## config.mk

```make
export PLATFORM = sky130hd
export DESIGN_NAME = pst_transition_monitor
export DESIGN_NICKNAME = d
export VERILOG_FILES = /design/src/rtl/pst_mon_pkg.sv /design/src/rtl/pst_lat_tracker.sv /design/src/rtl/pst_transition_monitor.sv
export SDC_FILE = /design/constraint.sdc
export NUM_CORES = 1
export LEC_CHECK = 0
export BUFFER_PORTS_ARGS = -buffer_cell sky130_fd_sc_hd__buf_2
export CAP_MARGIN = 20
export CORE_UTILIZATION = 64
export CTS_CLUSTER_DIAMETER = 150
export DETAILED_ROUTE_END_ITERATION = 7
export PLACE_DENSITY_LB_ADDON = 0.25
export SETUP_SLACK_MARGIN = 0.2
export SLEW_MARGIN = 10
export SYNTH_ARGS = -nofsm -noshare
export SYNTH_HDL_FRONTEND = slang
export SYNTH_SLANG_ARGS = --single-unit
```

## constraint.sdc

```tcl
create_clock -name clk -period 5.7 [get_ports clk]
set_input_delay 1.14 -clock clk [delete_from_list [all_inputs] [get_ports clk]]
set_output_delay 1.14 -clock clk [all_outputs]
set_load 0.01 [all_outputs]
```

## src/rtl/pst_mon_pkg.sv

```systemverilog
// pst_mon_pkg: shared state encoding, widths and default current levels for pst_transition_monitor.
package pst_mon_pkg;
  typedef enum logic [2:0] {IDLE, SETTLE, MEASURE, HOLD, DONE} state_t;
  localparam int LAT_W = 5;
  localparam int IDX_W = 3;
  localparam logic [7:0] CUR_HI_D = 8'd200;
  localparam logic [7:0] CUR_LO_D = 8'd5;
endpackage

```

## src/rtl/pst_lat_tracker.sv

```systemverilog
// pst_lat_tracker: per-channel sample counter and first-hit latch yielding a saturated convergence latency.
module pst_lat_tracker
  import pst_mon_pkg::*;
#(
  parameter int MAX_CYC = 16,
  parameter int ERR_TOL = 5
) (
  input  logic             clk,
  input  logic             rst,
  input  logic             strobe,
  input  logic [7:0]       err,
  input  logic             window,
  input  logic             clear,
  output logic [LAT_W-1:0] lat
);
  logic [LAT_W-1:0] k, k_hit;
  logic hit;
  always_ff @(posedge clk) begin
    if (rst || clear) begin
      k <= '0;
      k_hit <= '0;
      hit <= 1'b0;
    end else if (strobe && window) begin
      k <= k + 1'b1;
      if (!hit && err <= 8'(ERR_TOL)) begin
        hit <= 1'b1;
        k_hit <= k + 1'b1;
      end
    end
  end
  // A hit on the final sample itself equals MAX_CYC, so the saturated value covers it.
  assign lat = hit ? k_hit : LAT_W'(MAX_CYC);
endmodule

```

## src/rtl/pst_transition_monitor.sv

```systemverilog
// pst_transition_monitor: current stimulus sequencer and two-channel convergence-latency monitor.
// Optional A-vs-B scoring (a_wins, verdict) is enabled by defining PST_MON_VERDICT_EN.
module pst_transition_monitor
  import pst_mon_pkg::*;
#(
  parameter int CUR_HI     = CUR_HI_D,
  parameter int CUR_LO     = CUR_LO_D,
  parameter int SETTLE_CYC = 30,
  parameter int MAX_CYC    = 16,
  parameter int HOLD_CYC   = 15,
  parameter int ERR_TOL    = 5,
  parameter int N_TRANS    = 6
) (
  input  logic             clk,
  input  logic             rst,
  input  logic             start,
  input  logic             cycle_start,
  input  logic [7:0]       err_a,
  input  logic [7:0]       err_b,
  output logic [7:0]       input_current,
  output logic             busy,
  output logic             done,
  output logic [IDX_W-1:0] trans_idx,
  input  logic [IDX_W-1:0] rd_idx,
  output logic [LAT_W-1:0] rd_lat_a,
  output logic [LAT_W-1:0] rd_lat_b,
  output logic [3:0]       a_wins,
  output logic             verdict
);
  state_t state, state_n;
  logic [15:0] cnt, lim;
  logic [LAT_W-1:0] lat_a, lat_b;
  logic [LAT_W-1:0] mem_a [8];
  logic [LAT_W-1:0] mem_b [8];
  logic launch, running, measuring, phase_end, last_trans;
  assign launch     = start && (state == IDLE || state == DONE);
  assign running    = state == SETTLE || state == MEASURE || state == HOLD;
  assign measuring  = state == MEASURE;
  assign lim        = state == SETTLE ? 16'(SETTLE_CYC) : measuring ? 16'(MAX_CYC) : 16'(HOLD_CYC);
  assign phase_end  = running && cycle_start && cnt == lim - 16'd1;
  assign last_trans = trans_idx == IDX_W'(N_TRANS - 1);
  assign busy       = running;
  assign done       = state == DONE;
  assign rd_lat_a   = mem_a[rd_idx];
  assign rd_lat_b   = mem_b[rd_idx];
  pst_lat_tracker #(.MAX_CYC(MAX_CYC), .ERR_TOL(ERR_TOL)) u_trk_a (
    .clk(clk), .rst(rst), .strobe(cycle_start), .err(err_a),
    .window(measuring), .clear(!measuring), .lat(lat_a)
  );
  pst_lat_tracker #(.MAX_CYC(MAX_CYC), .ERR_TOL(ERR_TOL)) u_trk_b (
    .clk(clk), .rst(rst), .strobe(cycle_start), .err(err_b),
    .window(measuring), .clear(!measuring), .lat(lat_b)
  );
  always_ff @(posedge clk) state <= rst ? IDLE : state_n;
  always_comb begin
    state_n = state;
    if (launch) state_n = SETTLE;
    else if (phase_end) state_n = !measuring ? MEASURE : last_trans ? DONE : HOLD;
  end
  always_ff @(posedge clk) begin
    if (rst || launch) begin
      cnt <= '0;
      input_current <= rst ? 8'd0 : 8'(CUR_HI);
      trans_idx <= '0;
      for (int i = 0; i < 8; i++) begin
        mem_a[i] <= '0;
        mem_b[i] <= '0;
      end
    end else if (running && cycle_start) begin
      cnt <= phase_end ? '0 : cnt + 16'd1;
      if (phase_end && state == SETTLE) begin
        trans_idx <= '0;
        input_current <= 8'(CUR_LO);
      end
      if (phase_end && measuring) begin
        mem_a[trans_idx] <= lat_a;
        mem_b[trans_idx] <= lat_b;
      end
      // Next index odd drives the high level, even drives the low level.
      if (phase_end && state == HOLD) begin
        trans_idx <= trans_idx + 1'b1;
        input_current <= trans_idx[0] ? 8'(CUR_LO) : 8'(CUR_HI);
      end
    end
  end
`ifdef PST_MON_VERDICT_EN
  localparam int PEN = N_TRANS > 1 ? N_TRANS - 2 : 0;
  logic win;
  assign win = lat_a < lat_b;
  always_ff @(posedge clk) begin
    if (rst || launch) begin
      a_wins <= '0;
      verdict <= 1'b0;
    end else if (phase_end && measuring) begin
      if (win) a_wins <= a_wins + 4'd1;
      if (last_trans) verdict <= win || (mem_a[PEN] < mem_b[PEN]);
    end
  end
`else
  assign a_wins = 4'd0;
  assign verdict = 1'b0;
`endif
endmodule

```

* Yosys cells after proc, flatten, opt, wreduce, memory -nomap -nowiden
Memories as Yosys holds them, arrays and structs flattened.
Index checks and enable logic that the tools add are counted.
W data, S select, Z words.
** Word-level totals
- Input port bits :: 23
- Logic and storage cells :: 84
- Memories :: 2
- Output and inout bits :: 28
- Register bits after elaboration :: 52
- RAM bits :: 80
** Cells by class
- Muxes and demuxes :: 29
- Add/subtract/negate cells :: 5
- $lt $le $gt $ge :: 2
- Reduce and logical (&&, ||, !) cells :: 29
- Equality and inequality tests :: 6
** Memories
- mem_a :: words 8, bits a word 5, read ports 1, clocked after memory_dff 0, write ports 8, RTL line pst_transition_monitor.sv:33 : logic [LAT_W-1:0] mem_a [8];
- mem_b :: words 8, bits a word 5, read ports 1, clocked after memory_dff 0, write ports 8, RTL line pst_transition_monitor.sv:34 : logic [LAT_W-1:0] mem_b [8];
** Operators by type and width (number)
- $mux W8 :: 6
- $mux W5 :: 6
- $mux W3 :: 6
- $add A16 B1 Y16 const B :: 1
- $eq A16 B16 Y1 :: 1
- $le A8 B3 Y1 const B :: 2
- $mux W16 :: 1
- $add A5 B1 Y5 const B :: 2
- $mux W1 :: 10
- $reduce_or A5 Y1 :: 2
- $logic_and A1 B1 Y1 :: 9
- $reduce_and A2 Y1 :: 4
- $eq A3 B2 Y1 const B :: 2
- $eq A3 B3 Y1 const B :: 2
- $reduce_bool A2 Y1 :: 3
- $sub A5 B1 Y6 const B :: 1
- $logic_or A1 B1 Y1 :: 5
- $add A3 B1 Y3 const B :: 1
- $eq A3 B1 Y1 const B :: 1
- $logic_not A1 Y1 :: 3
- $logic_not A3 Y1 :: 1
- $reduce_bool A3 Y1 :: 1
- $reduce_or A2 Y1 :: 1

* Longest topological paths before layout
- Word-level depth :: 13
- Gate-level depth with buffers :: 8
- Mapped depth without buffers :: 6

* Hierarchy
A second synthesis with hierarchy kept.
** Second synthesis, totals
- Cell total of the unflattened synthesis :: 520
- Area, all modules :: 5984.5 µm²
** Modules (own cells, without submodules)
- pst_transition_monitor :: times used 1, area an instance 4893.4 µm², seq. area each 2902.8 µm², cells an instance 402
- pst_lat_tracker :: times used 2, area an instance 545.5 µm², seq. area each 220.2 µm², cells an instance 59

* Least setup slack after synthesis
OpenSTA, ideal clock, no wires.
- Path type :: input to register
- Start point :: input cycle_start
- End point :: memory mem_a[1][0], enable pin
- Data arrival time :: 3.086 ns
- Path slack :: 2.224 ns
- Required time :: 5.309 ns
- Setup time :: 0.391 ns
- Path buffers :: 2
- Stages :: 7
- Cells stage by stage :: buf_4 nand2b_1 nor3_1 nor4b_4 buf_6 nand2_2 o21ai_0
** RTL lines
- start, declared :: RTL line pst_transition_monitor.sv:17 : input logic cycle_start,
- end, declared :: RTL line pst_transition_monitor.sv:33

* Final worst setup path
- Start point :: input rd_idx[0]
- End point :: output rd_lat_a[1]
** Between the ends
- Cells in the longest elaborated chain, start to end :: 1
** Ends and longest elaborated chain
- start, declared :: RTL line pst_transition_monitor.sv:24 : input logic [IDX_W-1:0] rd_idx,
- $mem_v2 Z8 W5
- end, declared :: RTL line pst_transition_monitor.sv:25 : output logic [LAT_W-1:0] rd_lat_a,
No other way between the ends.

==> results.tsv <==
stage	metric	value	unit
power_and_ir_drop	switching_share	21.48	%
global_route	grt_pass1_vias	3730	
clock_network	path_clk_slew	0.06	ns
clock_network	post_cts_buffers	0	
power_and_ir_drop	p_leak	2.454	nW
synth	seq_area_frac_synth	56.62	%
clock_network	cts_max_level	4	
global_route	antenna_found_initial	0	
setup_path	cp_max_fo	20	
setup_path	end_kind	output pin	
clock_network	clock_latency	0.51	ns
hold_path	hold_path_depth	2	
power_and_ir_drop	power.share.sequential	46.3	%
finish	fillers	572	
floorplan	die_x	98.05	um
synth	ys_types	46	
synth	synth_area_per_cell	11.79	um2
setup_path	cp_slowest_cell	mux4_2	
floorplan	core	0.008806	mm2
floorplan	rows	34	
synth	synth_edf_count	82	
synth	ys.flop_type	edfxtp_1	
power_and_ir_drop	power_density	325.9	mW/mm2
timing	setup_viol	0	
timing	max_slew_margin	36.53	%
power_and_ir_drop	netSwitchingPower	0.4714	mW
timing	finalHoldWorstSlack	0.5010	ns
finish	fin_cells	663	
global_route	track_usage	26.46	%
power_and_ir_drop	combPwrFrac	5.3	%
detailed_routing	drt_iter0_drc	277	
clock_network	cts_buffer_depth	2	
outcome	status	complete, but fails checks	
timing	fin_crit_sh	68.58	%
detailed_routing	drc	3	
setup_path	startpoint_type	primary input	
hold_path	hold_end	u_trk_a.k_hit[1]$_SDFFE_PP0P_	
hold_path	min_from	u_trk_a.k_hit[1]$_SDFFE_PP0P_	
placed_design	place_congestion	0.8935	
detailed_routing	antenna_left	0	
detailed_routing	firstDrtPassIters	7	
floorplan	die_y	98.05	um
placed_design	hpwlAfterDp	7981	um
setup_path	required	4.56	ns
synth	synth-seq-cells	126	
floorplan	ios	51	
global_route	grt-ovfl-total	0	
setup_path	worstPathCellList	buf_2, mux4_2, mux2_2, buf_2	
synth	synth.most_common_cell	nor2_1	
floorplan	start_util	67.05	%
power_and_ir_drop	internal_power	1.724	mW
floorplan	dieArea	0.009614	mm2
setup_path	arrival	2.77	ns
synth	ys_warn_count	0	
clock_network	cts_resized	0	
power_and_ir_drop	ir_worst_vdd	0.2115	mV
detailed_routing	wl_per_cell	17.99	um
power_and_ir_drop	total_power	2.195	mW
finish	post-route-cell-area	0.006736	mm2
setup_path	r2r_slack	3.17	ns
setup_path	cp_top_family	multiplexers	
placed_design	place_inst	629	
timing	clock_skew	0.006782	ns
outcome	violations	DRC	
timing	tightestPinTransition	0.9434	ns
setup_path	r2r_start	state[1]$_SDFFE_PP0N_	
finish	fin_util	76.50	%
synth	synth_area_leaders	edfxtp_1, dfxtp_1, nor2_1	
clock_network	cts-buffers-inserted	17	
timing	hold_viol_final	0	
finish	syn_to_final_growth	14.09	%
timing	maxSlewViolCount	0	
timing	rsz0062_at_grt	no	
setup_path	r2r_end	mem_a[5][1]$_SDFFCE_PN0P_	
clock_network	cts.sinks	126	
finish	drive_gt1_share	22.88	%
detailed_routing	wl	11930	um
detailed_routing	vias_per_cell	5.938	
power_and_ir_drop	clock_power_share	48.4	%
finish	nets	570	
timing	tns	0	ns
placed_design	placed_area	0.006137	mm2
setup_path	critPathMaxStageDelay	0.63	ns
global_route	grt_max_degree	25	
placed_design	dpl_worst_slack	1.787	ns
clock_network	postCtsHoldBufs	0	
flow_run	maxCapViolations	0	
synth	ys_async_sr_fraction	0	%
placed_design	io_buffers	40	
timing	fin_crit	3.909	ns
clock_network	cts_tree	done	
synth	synth_top_cell_by_area	edfxtp_1	
synth	synthCells	501	
setup_path	crit_top_cell	buf_2	
timing	fin_ws	1.791	ns
hold_path	hold_class	flip-flop to flip-flop	
detailed_routing	vias	3937	
clock_network	clockRootBuffer	clkbuf_8	
setup_path	reg2reg_depth	6	
setup_path	path_buf_inv	2	
setup_path	critical_path_class	primary input to output pin	
synth	synth_area	0.005904	mm2
synth	netlist_top_cells_count	nor2_1, edfxtp_1, dfxtp_1	
timing	max_freq	0.2558	GHz
finish	antenna_cells	0	
synth	yosys.area.top_type_share	41.70	%
global_route	grt_first_pass_wirelength	18980	um
==> flip-flops by register name, indices dropped and copies added, names as in the netlist <==
signal / flops
cnt: 16
input_current: 2
mem_a: 40
mem_b: 40
state: 3
trans_idx: 3
u_trk_a.hit: 1
u_trk_a.k: 5
u_trk_a.k_hit: 5
u_trk_b.hit: 1
u_trk_b.k: 5
u_trk_b.k_hit: 5
==> worst max path at each step <==
stage,startpoint,endpoint,slack (ns),depth (start not counted)
after CTS,rd_idx[0],rd_lat_a[1],1.76,4
after detailed placement,rd_idx[0],rd_lat_a[1],1.79,4
after global routing,rd_idx[0],rd_lat_a[1],1.69,4
after global placement,rd_idx[0],rd_lat_a[3],1.80,4
after floorplan,cycle_start,mem_a[1][0]$_SDFFCE_PN0P_,2.22,7
final,rd_idx[0],rd_lat_a[1],1.79,4
==> layer usage <==
layer  up-vias  part of all wire (%)  global-route usage (%)
met2       154                    52                   46.10
met4         0                   1.2                   8.741
met3        15                   6.3                   6.084
met1      1890                    40                   32.63
li1       1878                     -                       -
met5         -                     0                       0
==> area by class of cell <==
type	instances	area, um2	area share [%]
Timing Repair Buffer	52	287.8	4.272
Clock inverter	13	165.2	2.452
Inverter	7	26.28	0.3900
Clock buffer	19	421.7	6.259
Tap cell	108	135.1	2.006
Sequential cell	126	3343	49.63
Multi-Input combinational cell	338	2357	34.99
==> worst min-delay path, delay by kind of cell (launching register included) <==
kind / cells / cell delay [ns]
DFF: 1 / 0.33
muxes: 1 / 0.07
and+or+nand+nor: 1 / 0.07
==> power by group through the flow <==
stage          sequential (mW)  combinational, mW  clock, mW
3_5_place_dp              1.04              0.115          0
5_1_grt                   1.02              0.124       1.12
2_1_floorplan             1.03             0.0814          0
3_3_place_gp              1.03              0.112          0
4_1_cts                   1.02              0.116       1.07
6_report                  1.02              0.116       1.06
==> cells in the final DEF (no fill, tap or decap), types with 3 or more instances in the layout <==
| master | instances |
|---|---|
| a211oi_1 | 8 |
| a21oi_1 | 7 |
| and3_1 | 4 |
| buf_2 | 40 |
| buf_4 | 11 |
| bufinv_16 | 3 |
| clkbuf_16 | 16 |
| clkinvlp_4 | 4 |
| conb_1 | 8 |
| dfxtp_1 | 44 |
| edfxtp_1 | 82 |
| ha_1 | 5 |
| inv_1 | 6 |
| mux2_2 | 10 |
| mux2i_1 | 9 |
| mux4_2 | 20 |
| nand2_1 | 14 |
| nand2_2 | 3 |
| nand2b_1 | 9 |
| nand3_1 | 18 |
| nand4_1 | 18 |
| nand4_4 | 5 |
| nor2_1 | 127 |
| nor2b_1 | 5 |
| nor3_1 | 3 |
| nor4_1 | 5 |
| o21ai_0 | 8 |
| or2_2 | 3 |
| or3_1 | 3 |
| xnor2_1 | 8 |
| xor2_1 | 20 |
==> cells by family after synthesis <==
kind of cell    share of synthesized area (%)
xor+xnor                                4.154
buf+inv                                 3.984
compound gates                          3.158
flops                                   56.62
mux                                     11.06
simple gates                            19.90
other cells                           0.06351
fa+ha+maj                               1.060
(Power assumes the default switching activity.)
